<file path="src/rtl/vending_fsm_cart.sv">
// Vending controller: multi-slot cart, coin intake with saturation and reject,
// idle-timeout refund and greedy one-coin-per-press change dispensing.
//
// state   | meaning
// IDLE    | waiting for Confirm, money and cart held at zero
// SELECT  | building the cart with Goods / Cancel
// PAYMENT | accepting coins until Confirm covers the total
// TEMP    | cancel confirmation: Confirm refunds, Cancel returns to SELECT
// CHANGE  | one coin per Change press until nothing is owed
// DONE    | single-cycle cleanup before IDLE
module vending_fsm_cart #(
  parameter int                    CART_SLOTS  = 4,
  parameter int                    MONEY_W     = 9,
  parameter int                    PRICE_W     = 5,
  parameter logic [16*PRICE_W-1:0] PRICE_TABLE = {5'd5, 5'd5, 5'd4, 5'd9,
                                                  5'd8, 5'd15, 5'd6, 5'd4,
                                                  5'd7, 5'd9, 5'd8, 5'd10,
                                                  5'd3, 5'd6, 5'd4, 5'd3},
  parameter logic [31:0]           TIMEOUT_CYC = 32'd500_000_000
) (
  input  logic                              sys_clk,
  input  logic                              sys_rst_n,
  input  logic                              sys_Goods,
  input  logic                              sys_Confirm,
  input  logic                              sys_Change,
  input  logic                              sys_Cancel,
  input  logic [4:0]                        coin_in,
  input  logic [2:0]                        type_SW_high,
  input  logic [2:0]                        type_SW_low,
  input  logic [1:0]                        num_SW,
  output logic [MONEY_W-1:0]                input_money,
  output logic [MONEY_W-1:0]                need_money,
  output logic [MONEY_W-1:0]                change_money,
  output logic [$clog2(CART_SLOTS+1)-1:0]   cart_count,
  output logic [4:0]                        coin_out,
  output logic                              coin_reject,
  output logic                              timeout_flag,
  output logic [5:0]                        state_out
);

  localparam int CNT_W = $clog2(CART_SLOTS + 1);

  localparam logic [5:0] S_IDLE    = 6'h01;
  localparam logic [5:0] S_SELECT  = 6'h02;
  localparam logic [5:0] S_PAYMENT = 6'h04;
  localparam logic [5:0] S_TEMP    = 6'h08;
  localparam logic [5:0] S_CHANGE  = 6'h10;
  localparam logic [5:0] S_DONE    = 6'h20;

  localparam logic [MONEY_W:0] MONEY_MAX = {1'b0, {MONEY_W{1'b1}}};

  logic [5:0]         state_q, state_d;
  logic [MONEY_W-1:0] cart_q [CART_SLOTS];
  logic [MONEY_W-1:0] cart_d [CART_SLOTS];
  logic [CNT_W-1:0]   cnt_q, cnt_d;
  logic [MONEY_W-1:0] need_q, need_d;
  logic [MONEY_W-1:0] in_q, in_d;
  logic [MONEY_W-1:0] chg_q, chg_d;
  logic [4:0]         coin_out_q, coin_out_d;
  logic               rej_q, rej_d;
  logic               tmo_q, tmo_d;
  logic [31:0]        tmr_q, tmr_d;

  logic               code_ok, cart_full, coin_onehot, coin_fits, leave_pay;
  logic [1:0]         hi_m1, lo_m1;
  logic [3:0]         price_idx;
  logic [PRICE_W-1:0] unit_price;
  logic [MONEY_W-1:0] item_amt, last_amt, coin_val, chg_coin_val;
  logic [4:0]         chg_coin;
  logic [MONEY_W:0]   coin_sum;

  function automatic logic [MONEY_W-1:0] coin_value(input logic [4:0] c);
    logic [MONEY_W-1:0] v;
    case (c)
      5'b00001: v = MONEY_W'(1);
      5'b00010: v = MONEY_W'(5);
      5'b00100: v = MONEY_W'(10);
      5'b01000: v = MONEY_W'(20);
      5'b10000: v = MONEY_W'(50);
      default:  v = '0;
    endcase
    return v;
  endfunction

  // Category/index 4 wraps to 3 in the low two bits, which is the table row/column we want.
  assign hi_m1      = type_SW_high[1:0] - 2'd1;
  assign lo_m1      = type_SW_low[1:0] - 2'd1;
  assign price_idx  = {hi_m1, lo_m1};
  assign unit_price = PRICE_TABLE[int'(price_idx)*PRICE_W +: PRICE_W];
  assign item_amt   = MONEY_W'(unit_price) * MONEY_W'(num_SW);
  assign code_ok    = (type_SW_high >= 3'd1) && (type_SW_high <= 3'd4) &&
                      (type_SW_low  >= 3'd1) && (type_SW_low  <= 3'd4);
  assign cart_full  = (cnt_q == CNT_W'(CART_SLOTS));

  assign coin_onehot = $onehot(coin_in);
  assign coin_val    = coin_value(coin_in);
  assign coin_sum    = {1'b0, in_q} + {1'b0, coin_val};
  assign coin_fits   = (coin_sum <= MONEY_MAX);

  always_comb begin
    last_amt = '0;
    for (int i = 0; i < CART_SLOTS; i++) begin
      if (cnt_q == CNT_W'(i + 1)) last_amt = cart_q[i];
    end
    if (chg_q >= MONEY_W'(50))      chg_coin = 5'b10000;
    else if (chg_q >= MONEY_W'(20)) chg_coin = 5'b01000;
    else if (chg_q >= MONEY_W'(10)) chg_coin = 5'b00100;
    else if (chg_q >= MONEY_W'(5))  chg_coin = 5'b00010;
    else                            chg_coin = 5'b00001;
    chg_coin_val = coin_value(chg_coin);
  end

  always_comb begin
    state_d    = state_q;
    cart_d     = cart_q;
    cnt_d      = cnt_q;
    need_d     = need_q;
    in_d       = in_q;
    chg_d      = chg_q;
    coin_out_d = 5'b0;
    rej_d      = (coin_in != 5'b0) && (state_q != S_PAYMENT);
    tmo_d      = tmo_q;
    tmr_d      = tmr_q;
    leave_pay  = 1'b0;

    case (state_q)
      S_IDLE: begin
        for (int i = 0; i < CART_SLOTS; i++) cart_d[i] = '0;
        cnt_d  = '0;
        need_d = '0;
        in_d   = '0;
        chg_d  = '0;
        tmo_d  = 1'b0;
        if (!sys_Cancel && sys_Confirm) state_d = S_SELECT;
      end
      S_SELECT: begin
        if (sys_Cancel) begin
          if (cnt_q != '0) begin
            cnt_d  = cnt_q - CNT_W'(1);
            need_d = need_q - last_amt;
          end else begin
            state_d = S_IDLE;
          end
        end else if (sys_Confirm) begin
          if (need_q != '0) begin
            state_d = S_PAYMENT;
            tmr_d   = TIMEOUT_CYC;
          end
        end else if (sys_Goods && code_ok && (num_SW != 2'd0) && !cart_full) begin
          for (int i = 0; i < CART_SLOTS; i++) begin
            if (cnt_q == CNT_W'(i)) cart_d[i] = item_amt;
          end
          cnt_d  = cnt_q + CNT_W'(1);
          need_d = need_q + item_amt;
        end
      end
      S_PAYMENT: begin
        if (sys_Cancel) begin
          state_d   = S_TEMP;
          leave_pay = 1'b1;
        end else if (sys_Confirm && (in_q >= need_q)) begin
          state_d   = S_CHANGE;
          chg_d     = in_q - need_q;
          leave_pay = 1'b1;
        end
        // A coin landing on the cycle we leave PAYMENT is handed back, not silently lost.
        if (leave_pay) begin
          rej_d = (coin_in != 5'b0);
        end else if (coin_in != 5'b0) begin
          tmr_d = TIMEOUT_CYC;
          if (coin_onehot && coin_fits) in_d = coin_sum[MONEY_W-1:0];
          else                          rej_d = 1'b1;
        end else if (TIMEOUT_CYC != 32'd0) begin
          if (tmr_q == 32'd1) begin
            state_d = S_CHANGE;
            chg_d   = in_q;
            need_d  = '0;
            tmo_d   = 1'b1;
          end else begin
            tmr_d = tmr_q - 32'd1;
          end
        end
      end
      S_TEMP: begin
        if (sys_Cancel) begin
          state_d = S_SELECT;
        end else if (sys_Confirm) begin
          state_d = S_CHANGE;
          chg_d   = in_q;
          need_d  = '0;
        end
      end
      S_CHANGE: begin
        if (sys_Change) begin
          if (chg_q != '0) begin
            coin_out_d = chg_coin;
            chg_d      = chg_q - chg_coin_val;
          end else begin
            state_d = S_DONE;
          end
        end
      end
      S_DONE: begin
        for (int i = 0; i < CART_SLOTS; i++) cart_d[i] = '0;
        cnt_d   = '0;
        need_d  = '0;
        in_d    = '0;
        chg_d   = '0;
        tmo_d   = 1'b0;
        state_d = S_IDLE;
      end
      default: state_d = S_IDLE;
    endcase
  end

  always_ff @(posedge sys_clk) begin
    if (sys_rst_n) begin
      state_q <= S_IDLE;
      for (int i = 0; i < CART_SLOTS; i++) cart_q[i] <= '0;
      cnt_q      <= '0;
      need_q     <= '0;
      in_q       <= '0;
      chg_q      <= '0;
      coin_out_q <= 5'b0;
      rej_q      <= 1'b0;
      tmo_q      <= 1'b0;
      tmr_q      <= '0;
    end else begin
      state_q    <= state_d;
      cart_q     <= cart_d;
      cnt_q      <= cnt_d;
      need_q     <= need_d;
      in_q       <= in_d;
      chg_q      <= chg_d;
      coin_out_q <= coin_out_d;
      rej_q      <= rej_d;
      tmo_q      <= tmo_d;
      tmr_q      <= tmr_d;
    end
  end

  assign input_money  = in_q;
  assign need_money   = need_q;
  assign change_money = chg_q;
  assign cart_count   = cnt_q;
  assign coin_out     = coin_out_q;
  assign coin_reject  = rej_q;
  assign timeout_flag = tmo_q;
  assign state_out    = state_q;

endmodule

</file>
<file path="config.mk">
export PLATFORM = sky130hd
export DESIGN_NAME = vending_fsm_cart
export DESIGN_NICKNAME = d
export VERILOG_FILES = /design/src/rtl/vending_fsm_cart.sv
export SDC_FILE = /design/constraint.sdc
export NUM_CORES = 1
export LEC_CHECK = 0
export CAP_MARGIN = 0
export CORE_MARGIN = 10
export CORE_UTILIZATION = 65
export CTS_BUF_LIST = sky130_fd_sc_hd__clkbuf_8
export CTS_CLUSTER_DIAMETER = 100
export DETAILED_ROUTE_END_ITERATION = 16
export DONT_BUFFER_PORTS = 1
export PLACE_DENSITY = 0.81
export SYNTH_ARGS = -nofsm -noshare
export SYNTH_HDL_FRONTEND = slang
export SYNTH_SLANG_ARGS = --single-unit
</file>
<file path="constraint.sdc">
create_clock -name sys_clk -period 12.45 [get_ports sys_clk]
set_clock_uncertainty 0.1 [all_clocks]
set_input_delay 1.8675 -clock sys_clk [delete_from_list [all_inputs] [get_ports sys_clk]]
set_output_delay 1.8675 -clock sys_clk [all_outputs]
set_load 0.01 [all_outputs]
</file>
==> results of run 1 <==
[where the power goes]
group / internal (mW) / switching [mW] / total [mW]
clock network: 0.101 / 0.123 / 0.223
registers: 0.351 / 0.0644 / 0.415
logic: 0.247 / 0.348 / 0.595
total: 0.699 / 0.535 / 1.23
[logic make-up after synthesis]
kind of cell               after synthesis  share of synthesized area (%)
and+or+nand+nor                        330                          23.67
buffers and inverters                  101                          5.589
DFF                                     99                          27.07
adders and majority gates               60                          10.97
xor gates and xnor gates                30                          3.589
AOI/OAI and AO/OA                      247                          22.68
muxes                                   45                          6.426
[cell type report]
class                           count  share of cell area [%]
Clock buffer                       10                   1.825
Clock inverter                      6                  0.9456
Inverter                           56                   2.787
Multi-Input combinational cell    712                   65.44
Sequential cell                    99                   26.28
Tap cell                          140                   2.322
Timing Repair Buffer                4                  0.3981
[registers in the layout, summed over array words and instances, names as in the netlist, 3 cells and up]
signal / cells
cart_count: 3
cart_q: 24
change_money: 9
coin_out: 5
input_money: 9
need_money: 9
state_out: 6
tmr_q: 32
[worst paths after layout]
path / to / slack (ns) / from / depth (start not counted)
setup / recovery: need_money[8]$_SDFFE_PP0P_ / 6.89 / type_SW_high[0] / 19
hold / removal: tmr_q[9]$_SDFFE_PP0P_ / 0.38 / tmr_q[9]$_SDFFE_PP0P_ / 2
setup reg to reg: need_money[7]$_SDFFE_PP0P_ / 8.27 / cart_count[0]$_SDFFE_PP0P_ / 17
hold reg to reg: tmr_q[9]$_SDFFE_PP0P_ / 0.38 / tmr_q[9]$_SDFFE_PP0P_ / 2
[metal layers]
metal | vias to the layer above | GRT usage [%] | share of wire [%]
met5 | - | 0 | 0
met4 | 0 | 7.837 | 1.7
met3 | 32 | 5.285 | 7.1
met2 | 224 | 37.31 | 49
met1 | 3186 | 26.81 | 42
li1 | 3256 | - | -
[worst min-delay path, cell delays in order, from the launching register on]
cell and delay, ns:
dfxtp_1 0.32, o21ai_0 0.07, a21oi_1 0.06
[cell usage after synthesis, types with 3 or more instances]
master    instances  share of area (%)
a211o_1           3               0.36
a211oi_1          5               0.51
a21o_1           10                1.0
a21oi_1          63                4.3
a22o_1            8               0.96
a22oi_1          12                1.2
a311oi_1         12                1.4
a31oi_1          10               0.85
and2_1           10               0.85
and3_1            7               0.60
buf_2             6               0.41
clkbuf_1         35                1.8
dfxtp_1          99                 27
fa_1              7                1.9
ha_1             53                9.1
inv_1            56                2.9
mux2_2            6               0.92
mux2i_1          38                5.2
nand2_1          57                2.9
nand2b_1         10               0.85
nand3_1          20                1.4
nand3b_1          9               0.92
nand4_1           6               0.51
nor2_1           92                4.7
nor2b_1          13                1.1
nor3_1           33                2.3
nor3b_1           4               0.41
nor4_1           14                1.2
nor4b_1           7               0.84
o211ai_1         10                1.0
o21a_1           14                1.4
o21ai_0          50                3.4
o21ai_1           4               0.27
o21bai_1          8               0.82
o31ai_1           5               0.51
or2_2             7               0.60
or3_1            15                1.3
or4_1            10                1.0
xnor2_1          17                2.0
xor2_1           13                1.6
[metrics by stage]
stage / setup slack [ns] / std cells / util, % / area, um2
floorplan: 6.380 / 912 / - / 7321
global placement: 6.671 / 1011 / 67.06 / 7333
detailed placement: 6.523 / 1011 / 67.06 / 7333
CTS: 6.909 / 1027 / 68.97 / 7542
global route: 6.602 / 1027 / 68.97 / 7542
finish: 6.888 / 1027 / 68.97 / 7542
[placed cells by master, fill, tap and decap left out, types with 8 or more instances in the layout]
master,synthesis,routed
dfxtp_1,99,99
nor2_1,92,92
a21oi_1,63,63
nand2_1,57,57
inv_1,56,56
ha_1,53,53
o21ai_0,50,50
mux2i_1,38,38
nor3_1,33,33
nand3_1,20,20
xnor2_1,17,17
or3_1,15,15
o21a_1,14,14
nor2b_1,13,13
nor4_1,14,13
xor2_1,13,13
a22oi_1,12,12
a311oi_1,12,12
or4_1,10,10
and2_1,10,10
nand2b_1,10,10
a31oi_1,10,10
o211ai_1,10,10
a21o_1,10,10
clkbuf_8,0,10
nand3b_1,9,9
o21bai_1,8,8
a22o_1,8,8
==> results.json, run 1 <==
{
  "vias": 6698,
  "nets": 961,
  "hold_viol_final": 0,
  "maxCapViolCount": 0,
  "cts_buffers": 9,
  "cts_resized": 0,
  "max_stage_delay_ns": 0.44,
  "worstPathCellList": "inv_1 > ha_1 > mux2_2 > o211ai_1 > and2_1 > ha_1 > inv_1 > fa_1 > xor2_1 > nand3_1 > xor2_1 > o21ai_0 > ha_1 > nand2_1 > a21o_1 > a31oi_1 > xor2_1 > mux2i_1 > a21o_1",
  "leakage_nw": 3.019,
  "powerDensity_nw_per_um2": 163.5,
  "min_path_type": "flip-flop to flip-flop",
  "worstPathRequired_ns": 12.68,
  "seq_area_um2": 1982,
  "chipWidth_um": 126.1,
  "root_buffer": "clkbuf_8",
  "rsz0062_at_grt": "false",
  "port_buffers": 0,
  "dieArea_um2": 15910,
  "core_area_um2": 10940,
  "criticalPathCategory": "input pin to flip-flop",
  "synth_edf_count": 0,
  "rows": 38,
  "critPathLaunchType": "input pin",
  "drt-wirelength-per-cell_um": 17.88,
  "antenna_cells": 0,
  "crit_slowest_cell": "ha_1",
  "async_flop_share_pct": 0,
  "ys_seq_area_share_pct": 27.07,
  "worstPathMaxFanout": 10,
  "area_growth_pct": 3.025,
  "synth_seq_cells": 99,
  "vias_per_cell": 6.522,
  "postSynthCellCount": 912,
  "slew_viol_final": 0,
  "multi_input_area_um2": 4936,
  "drtAntennaViolNets": 0,
  "postCtsSetupRepairBufs": 0,
  "grt_use_total_pct": 22.11,
  "synth_ff_type": "dfxtp_1",
  "drive_above_1_share_pct": 6.201,
  "timing.fmax_ghz": 0.1798,
  "fin_crit_ns": 5.562,
  "synthesis.area_um2": 7321,
  "clockBufferDepth": 2,
  "drt-total-wl_um": 18370,
  "drt-pass1-iter-count": 5,
  "cts_tree": "yes",
  "cpLargestDelayFamily": "adder cells",
  "hold_slack_ns": 0.3811,
  "yosysUniqueCellTypes": 80,
  "setup_viol": 0,
  "die_y_um": 126.1,
  "yosys_warnings": 0,
  "antenna_found_initial": 0,
  "gp_congestion": 0.9029,
  "dp.final_hpwl_um": 13670,
  "initial_core_util_pct": 66.95,
  "max-vdd-ir-drop_uv": 244.5,
  "status": "complete, no violations",
  "fillCellCount": 887,
  "drtIter0Drc": 515,
  "arrival_ns": 5.80,
  "slew_headroom_pct": 25.55,
  "io_pins": 62,
  "grt_pass1_wl_um": 30150,
  "grt_overflow_total": 0,
  "path_clk_slew_ns": 0.09,
  "syn_area_per_cell_um2": 8.027,
  "syn_nets": 991,
  "finalPower_mw": 1.233,
  "crit_buf_inv": 2,
  "grt_pass1_vias": 6199,
  "cts_sinks": 99,
  "tns_ns": 0,
  "route.detailed.drc": 0,
  "clock_latency_ns": 0.39,
  "tightest_slew_ns": 1.103,
  "end_kind": "flip-flop",
  "htree_levels": 3,
  "fin_crit_sh_pct": 44.68,
  "hold_buffers": 0,
  "grt_max_degree": 80
}
Power figures use the tool's default switching activity.
==> run 2, diff against run 1 <==
--- a/config.mk
+++ b/config.mk
@@ -7,12 +7,12 @@
 export LEC_CHECK = 0
 export CAP_MARGIN = 0
 export CORE_MARGIN = 10
-export CORE_UTILIZATION = 65
+export CORE_UTILIZATION = 60
 export CTS_BUF_LIST = sky130_fd_sc_hd__clkbuf_8
 export CTS_CLUSTER_DIAMETER = 100
 export DETAILED_ROUTE_END_ITERATION = 16
 export DONT_BUFFER_PORTS = 1
-export PLACE_DENSITY = 0.81
+export PLACE_DENSITY = 0.79
 export SYNTH_ARGS = -nofsm -noshare
 export SYNTH_HDL_FRONTEND = slang
 export SYNTH_SLANG_ARGS = --single-unit
==> constraint.sdc (replaced) <==
create_clock -name sys_clk -period 4.9 [get_ports sys_clk]
set_clock_uncertainty 0.1 [all_clocks]
set_input_delay 0.735 -clock sys_clk [delete_from_list [all_inputs] [get_ports sys_clk]]
set_output_delay 0.735 -clock sys_clk [all_outputs]
set_load 0.01 [all_outputs]
==> run 2 against run 1 <==
Net effect: setup slack lost 6.3 ns; sequential cell count is the same; die area grew 7.0%; critical path type unchanged; routed wire length shrank 0.83%; register-to-register slack lost 7.2 ns; first-iteration DRC count grew 6.6%; global-route usage shrank 0.68 points; core utilization shrank 5.5 points; count of clock-buffer cells in the layout shrank 1; sequential power grew to 2.5 times the previous value.
==> results.json, run 2 (synthesis gave the netlist of run 1 again) <==
{
  "drt-met1-wl_um": 7897,
  "rr_worst_depth": 17,
  "place_ws_ns": 0.2187,
  "worstReg2RegStart": "cart_count[0]$_SDFFE_PP0P_",
  "maxCapViolCount": 0,
  "clock_latency_ns": 0.41,
  "cpLargestDelayFamily": "adder cells",
  "io_pins": 62,
  "powerDensity_nw_per_um2": 406.3,
  "stdcell_count": 1041,
  "initial_core_util_pct": 61.20,
  "clockBufferDepth": 2,
  "drtAntennaViolNets": 0,
  "vias": 6631,
  "hold_path_depth": 1,
  "hold_buffers": 0,
  "end_kind": "flip-flop",
  "seq_area_um2": 1982,
  "tns_ns": 0,
  "multi_input_area_um2": 4936,
  "rows": 40,
  "grt_pass1_wl_um": 29990,
  "leakage_nw": 3.041,
  "worstPathRequired_ns": 5.10,
  "die_y_um": 130.5,
  "fillCellCount": 1045,
  "area_growth_pct": 3.658,
  "cts_resized": 0,
  "cts_sinks": 99,
  "crit_slowest_cell": "fa_1",
  "worstPathMaxFanout": 10,
  "largest-register": "tmr_q",
  "cts_buffers": 9,
  "r2r_end": "need_money[7]$_SDFFE_PP0P_",
  "r2r_setup_slack_ns": 1.08,
  "dr.max_layer_used": "met4",
  "worstPathCellList": "inv_1 > ha_1 > mux2_2 > o211ai_1 > and2_1 > ha_1 > inv_1 > fa_1 > xor2_1 > and3_1 > a31o_2 > ha_1 > or2_2 > a21oi_1 > a31oi_1 > xor2_1 > mux2i_1 > a21o_1",
  "arrival_ns": 4.49,
  "max-vdd-ir-drop_uv": 210.1,
  "htree_levels": 3,
  "dp.final_hpwl_um": 13340,
  "max_stage_delay_ns": 0.39,
  "hold_viol_final": 0,
  "dieArea_um2": 17020,
  "placedCellCount": 1025,
  "grt_overflow_total": 0,
  "slew_viol_final": 0,
  "antenna_found_initial": 0,
  "root_buffer": "clkbuf_8",
  "drt-total-wl_um": 18210,
  "fin_ws_ns": 0.6156,
  "slew_headroom_pct": 30.58,
  "hold_end": "change_money[5]$_SDFFE_PP0P_",
  "tightest_slew_ns": 1.028,
  "route.detailed.drc": 0,
  "postCtsSetupRepairBufs": 0,
  "layout_common_cells": "99 x dfxtp_1, 92 x nor2_1, 63 x a21oi_1",
  "critPathLaunchType": "input pin",
  "largest_reg_flops": 32,
  "core_area_um2": 11960,
  "timing.fmax_ghz": 0.2334,
  "met2_length_um": 8469,
  "path_clk_slew_ns": 0.11,
  "antenna_cells": 0,
  "final_common_cell": "dfxtp_1",
  "crit_buf_inv": 2,
  "fin_crit_sh_pct": 87.44,
  "gp_congestion": 0.8677,
  "grt_pass1_vias": 6165,
  "fin_crit_ns": 4.284,
  "drt-pass1-iter-count": 7,
  "criticalPathCategory": "input pin to flip-flop",
  "status": "complete, no violations",
  "drive_above_1_share_pct": 6.823,
  "hold_start": "sys_rst_n",
  "grt_use_total_pct": 21.43,
  "cts_tree": "yes",
  "vias_per_cell": 6.370,
  "rsz0062_at_grt": "false",
  "drtIter0Drc": 549,
  "drt-wirelength-per-cell_um": 17.50,
  "grt_max_degree": 80,
  "chipWidth_um": 130.5,
  "setup_viol": 0,
  "min_path_type": "input pin to flip-flop",
  "wl_met3_um": 1383,
  "path_common_cell": "ha_1",
  "top_regs": "tmr_q x32, cart_q x24",
  "nets": 968,
  "port_buffers": 0,
  "finish.utilization_pct": 63.44
}
-- run 2: cell count changes in the layout (fill, tap and decap cells not counted), sizes merged --
| cell | previous run | this run |
|---|---|---|
| clkinvlp | 1 | 3 |
| clkbuf | 10 | 9 |
| inv | 58 | 57 |
| buf | 4 | 11 |
-- run 2: layout make-up --
class / count / share of cell area (%)
clock buffer: 9 / 1.632
clock inverter: 7 / 0.9233
inverter: 56 / 2.770
multi-input combinational: 712 / 65.05
sequential: 99 / 26.12
tap: 147 / 2.424
timing repair buffer: 11 / 1.088
-- run 2: power by group --
group | total (mW) | switching (mW) | internal [mW] | leakage [nW]
logic | 1.49 | 0.863 | 0.631 | 2.15
registers | 1.05 | 0.158 | 0.892 | 0.801
clock network | 0.541 | 0.307 | 0.234 | 0.0926
-- run 2: worst reg2reg max path, cell delays in order, from the launching register on --
cell	delay, ns
dfxtp_1	0.39
inv_1	0.16
ha_1	0.18
nor2b_1	0.44
a22oi_1	0.14
nor2_1	0.12
a21oi_1	0.04
o21ai_0	0.25
mux2_2	0.23
inv_1	0.05
ha_1	0.25
nor2b_1	0.12
o21ai_0	0.20
a21boi_0	0.14
o21ai_0	0.21
a21oi_1	0.11
or3_1	0.34
a32o_1	0.24
-- run 2: per-layer routing --
metal	vias to the layer above	GRT usage [%]
met1	3099	26.37
met3	34	5.439
met2	229	35.68
met5	-	0
met4	0	7.456
li1	3269	-
-- run 2: worst max path at each step --
| stage | endpoint | from | slack (ns) | cells after the start |
|---|---|---|---|---|
| after global placement | need_money[8]$_SDFFE_PP0P_ | type_SW_high[0] | 0.33 | 18 |
| after global routing | need_money[7]$_SDFFE_PP0P_ | type_SW_low[1] | 0.34 | 18 |
| after CTS | need_money[8]$_SDFFE_PP0P_ | type_SW_low[0] | 0.65 | 20 |
| final | need_money[8]$_SDFFE_PP0P_ | type_SW_high[0] | 0.62 | 18 |
| after detailed placement | need_money[8]$_SDFFE_PP0P_ | type_SW_high[0] | 0.22 | 18 |
| after floorplan | need_money[8]$_SDFFE_PP0P_ | type_SW_high[0] | 0.06 | 20 |
-- run 2: per-stage QoR --
step / power (mW) / hold WS [ns] / area, um2
6_report: 3.083 / 0.2958 / 7589
2_1_floorplan: 2.234 / 0.3400 / 7322
3_5_place_dp: 2.540 / 0.3610 / 7395
4_1_cts: 3.083 / 0.2888 / 7589
3_3_place_gp: 2.510 / 0.3591 / 7395
5_1_grt: 3.329 / 0.2889 / 7589
==> run 3, diff against run 2 <==
--- a/config.mk
+++ b/config.mk
@@ -7,11 +7,10 @@
 export LEC_CHECK = 0
 export CAP_MARGIN = 0
 export CORE_MARGIN = 10
-export CORE_UTILIZATION = 60
+export CORE_UTILIZATION = 55
 export CTS_BUF_LIST = sky130_fd_sc_hd__clkbuf_8
 export CTS_CLUSTER_DIAMETER = 100
 export DETAILED_ROUTE_END_ITERATION = 16
-export DONT_BUFFER_PORTS = 1
 export PLACE_DENSITY = 0.79
 export SYNTH_ARGS = -nofsm -noshare
 export SYNTH_HDL_FRONTEND = slang
==> run 3 against run 2 <==
Net effect: global-route usage fell by 1.1 points; combinational power grew 16%; die area up 7.7%; sequential cell count unchanged; non-clock buffer count up 89; count of clock-buffer cells in the layout unchanged; clock power about the same; register-to-register slack lost 0.04 ns; setup slack worse by 0.32 ns; maximum frequency down 7.0%; sequential share of layout area down 2.9 points; cell count rose by 11%; largest cell class unchanged.
==> results.json, run 3 (synthesis gave the netlist of run 1 again) <==
{
  "arrival_ns": 4.81,
  "largest_reg_flops": 32,
  "cts_buffers": 9,
  "drive_above_1_share_pct": 10.78,
  "core_area_um2": 13140,
  "fin_ws_ns": 0.2930,
  "post-route-cell-area_um2": 8529,
  "r2r_end": "tmr_q[11]$_SDFFE_PP0P_",
  "cts_sinks": 99,
  "hold_buffers": 0,
  "status": "complete, no violations",
  "tns_ns": 0,
  "path_depth": 18,
  "path_clk_slew_ns": 0.12,
  "drt-pass1-iter-count": 5,
  "end_kind": "flip-flop",
  "grt_overflow_total": 0,
  "fin_crit_ns": 4.607,
  "grt_busiest_layer": "met2",
  "max_stage_delay_ns": 0.57,
  "tightest_slew_ns": 1.033,
  "rsz0062_at_grt": "false",
  "rows": 42,
  "cpLargestDelayFamily": "adder cells",
  "rr_worst_depth": 10,
  "die_y_um": 135.4,
  "placed_cell_area_um2": 8239,
  "port_buffers": 61,
  "grt.met2_usage_pct": 32.61,
  "worstPathRequired_ns": 5.10,
  "largest-register": "tmr_q",
  "route.detailed.drc": 0,
  "met1_usage_pct": 26.54,
  "gp_congestion": 0.8634,
  "worstReg2RegStart": "need_money[1]$_SDFFE_PP0P_",
  "fin_crit_sh_pct": 94.02,
  "nets": 1057,
  "max-vdd-ir-drop_uv": 244.6,
  "io_pins": 62,
  "grt_max_degree": 77,
  "layout_common_cells": "99 x dfxtp_1, 92 x nor2_1, 61 x a21oi_1",
  "crit_slowest_cell": "fa_2",
  "grt_pass1_wl_um": 31130,
  "grtUsageMet3_pct": 3.301,
  "htree_levels": 3,
  "drt-total-wl_um": 19120,
  "maxCapViolCount": 0,
  "drtIter0Drc": 560,
  "vias_per_cell": 5.969,
  "hold_viol_final": 0,
  "path_common_cell": "o21ai_1",
  "min_path_type": "flip-flop to flip-flop",
  "chipWidth_um": 135.4,
  "initial_core_util_pct": 55.72,
  "setup_viol": 0,
  "root_buffer": "clkbuf_8",
  "antenna_found_initial": 0,
  "crit_buf_inv": 3,
  "slew_viol_final": 0,
  "powerDensity_nw_per_um2": 385.5,
  "dieArea_um2": 18330,
  "hold_path_depth": 2,
  "area_growth_pct": 16.51,
  "worstPathMaxFanout": 3,
  "grt_pass1_vias": 6343,
  "clock_latency_ns": 0.41,
  "hold_end": "tmr_q[17]$_SDFFE_PP0P_",
  "worstPathCellList": "clkdlybuf4s50_1 > inv_2 > ha_4 > mux2_2 > o211ai_1 > and2_1 > ha_2 > inv_1 > fa_2 > and3_4 > xor2_1 > o21ai_1 > ha_1 > a21boi_0 > o21ai_1 > a21oi_1 > or3_1 > a32o_1",
  "critPathLaunchType": "input pin",
  "dp.final_hpwl_um": 14000,
  "place_ws_ns": -0.2466,
  "r2r_setup_slack_ns": 1.04,
  "crit_path_start": "type_SW_high[1]",
  "clockBufferDepth": 2,
  "timing.fmax_ghz": 0.2171,
  "grt_use_total_pct": 20.33,
  "vias": 6924,
  "hold_start": "tmr_q[17]$_SDFFE_PP0P_",
  "final_common_cell": "dfxtp_1",
  "drt-wirelength-per-cell_um": 16.48,
  "cts_tree": "yes",
  "drtAntennaViolNets": 0,
  "leakage_nw": 3.415,
  "slew_headroom_pct": 30.97,
  "top_regs": "tmr_q x32, cart_q x24",
  "criticalPathCategory": "input pin to flip-flop"
}
==> run 3: metal layers <==
metal	routed length, um	vias up
met5	0	-
met3	1127	30
li1	-	3452
met2	8847	178
met1	8742	3264
met4	404	0
==> run 3: through the flow <==
stage	hold slack, ns	power [mW]	utilization (%)	instances
floorplan	0.3400	2.234	-	912
global placement	0.3651	2.674	62.71	1142
detailed placement	0.3634	2.708	62.71	1142
CTS	0.3860	3.249	64.17	1158
global route	0.4014	3.499	64.90	1159
finish	0.3853	3.288	64.92	1160
==> run 3: cell type report <==
class	count	area (um2)
repair buffers	100	898.4
multi-input cells	712	5025
fillers	1140	4608
inverters	56	210.2
diodes	1	2.502
clock inverters	7	67.56
clock buffers	9	123.9
flip-flops and latches	99	1982
well taps	176	220.2
==> run 3: report_power, final <==
part | switching [mW] | internal (mW) | total [mW]
combinational | 0.955 | 0.771 | 1.73
sequential | 0.128 | 0.892 | 1.02
clock | 0.343 | 0.199 | 0.542
total | 1.43 | 1.86 | 3.29
==> run 3: worst max-delay path by stage <==
stage	slack, ns	endpoint
6_report	0.29	need_money[7]$_SDFFE_PP0P_
5_1_grt	0.0003	need_money[8]$_SDFFE_PP0P_
4_1_cts	0.18	need_money[8]$_SDFFE_PP0P_
3_5_place_dp	-0.25	need_money[7]$_SDFFE_PP0P_
3_3_place_gp	-0.14	need_money[7]$_SDFFE_PP0P_
2_1_floorplan	0.06	need_money[8]$_SDFFE_PP0P_
==> run 3: timing repair <==
item,CTS,global route
buffers inserted,0,1
resized for setup,0,21
setup endpoints to repair,0,2
==> run 3: worst register-to-register path, delay by kind of cell, from the launching register on <==
kind / cells / cell delay, ns
and+or+nand+nor: 2 / 0.66
adders and majority gates: 1 / 0.32
AOI/OAI and AO/OA: 5 / 1.76
DFF: 1 / 0.52
buffers and inverters: 2 / 0.43
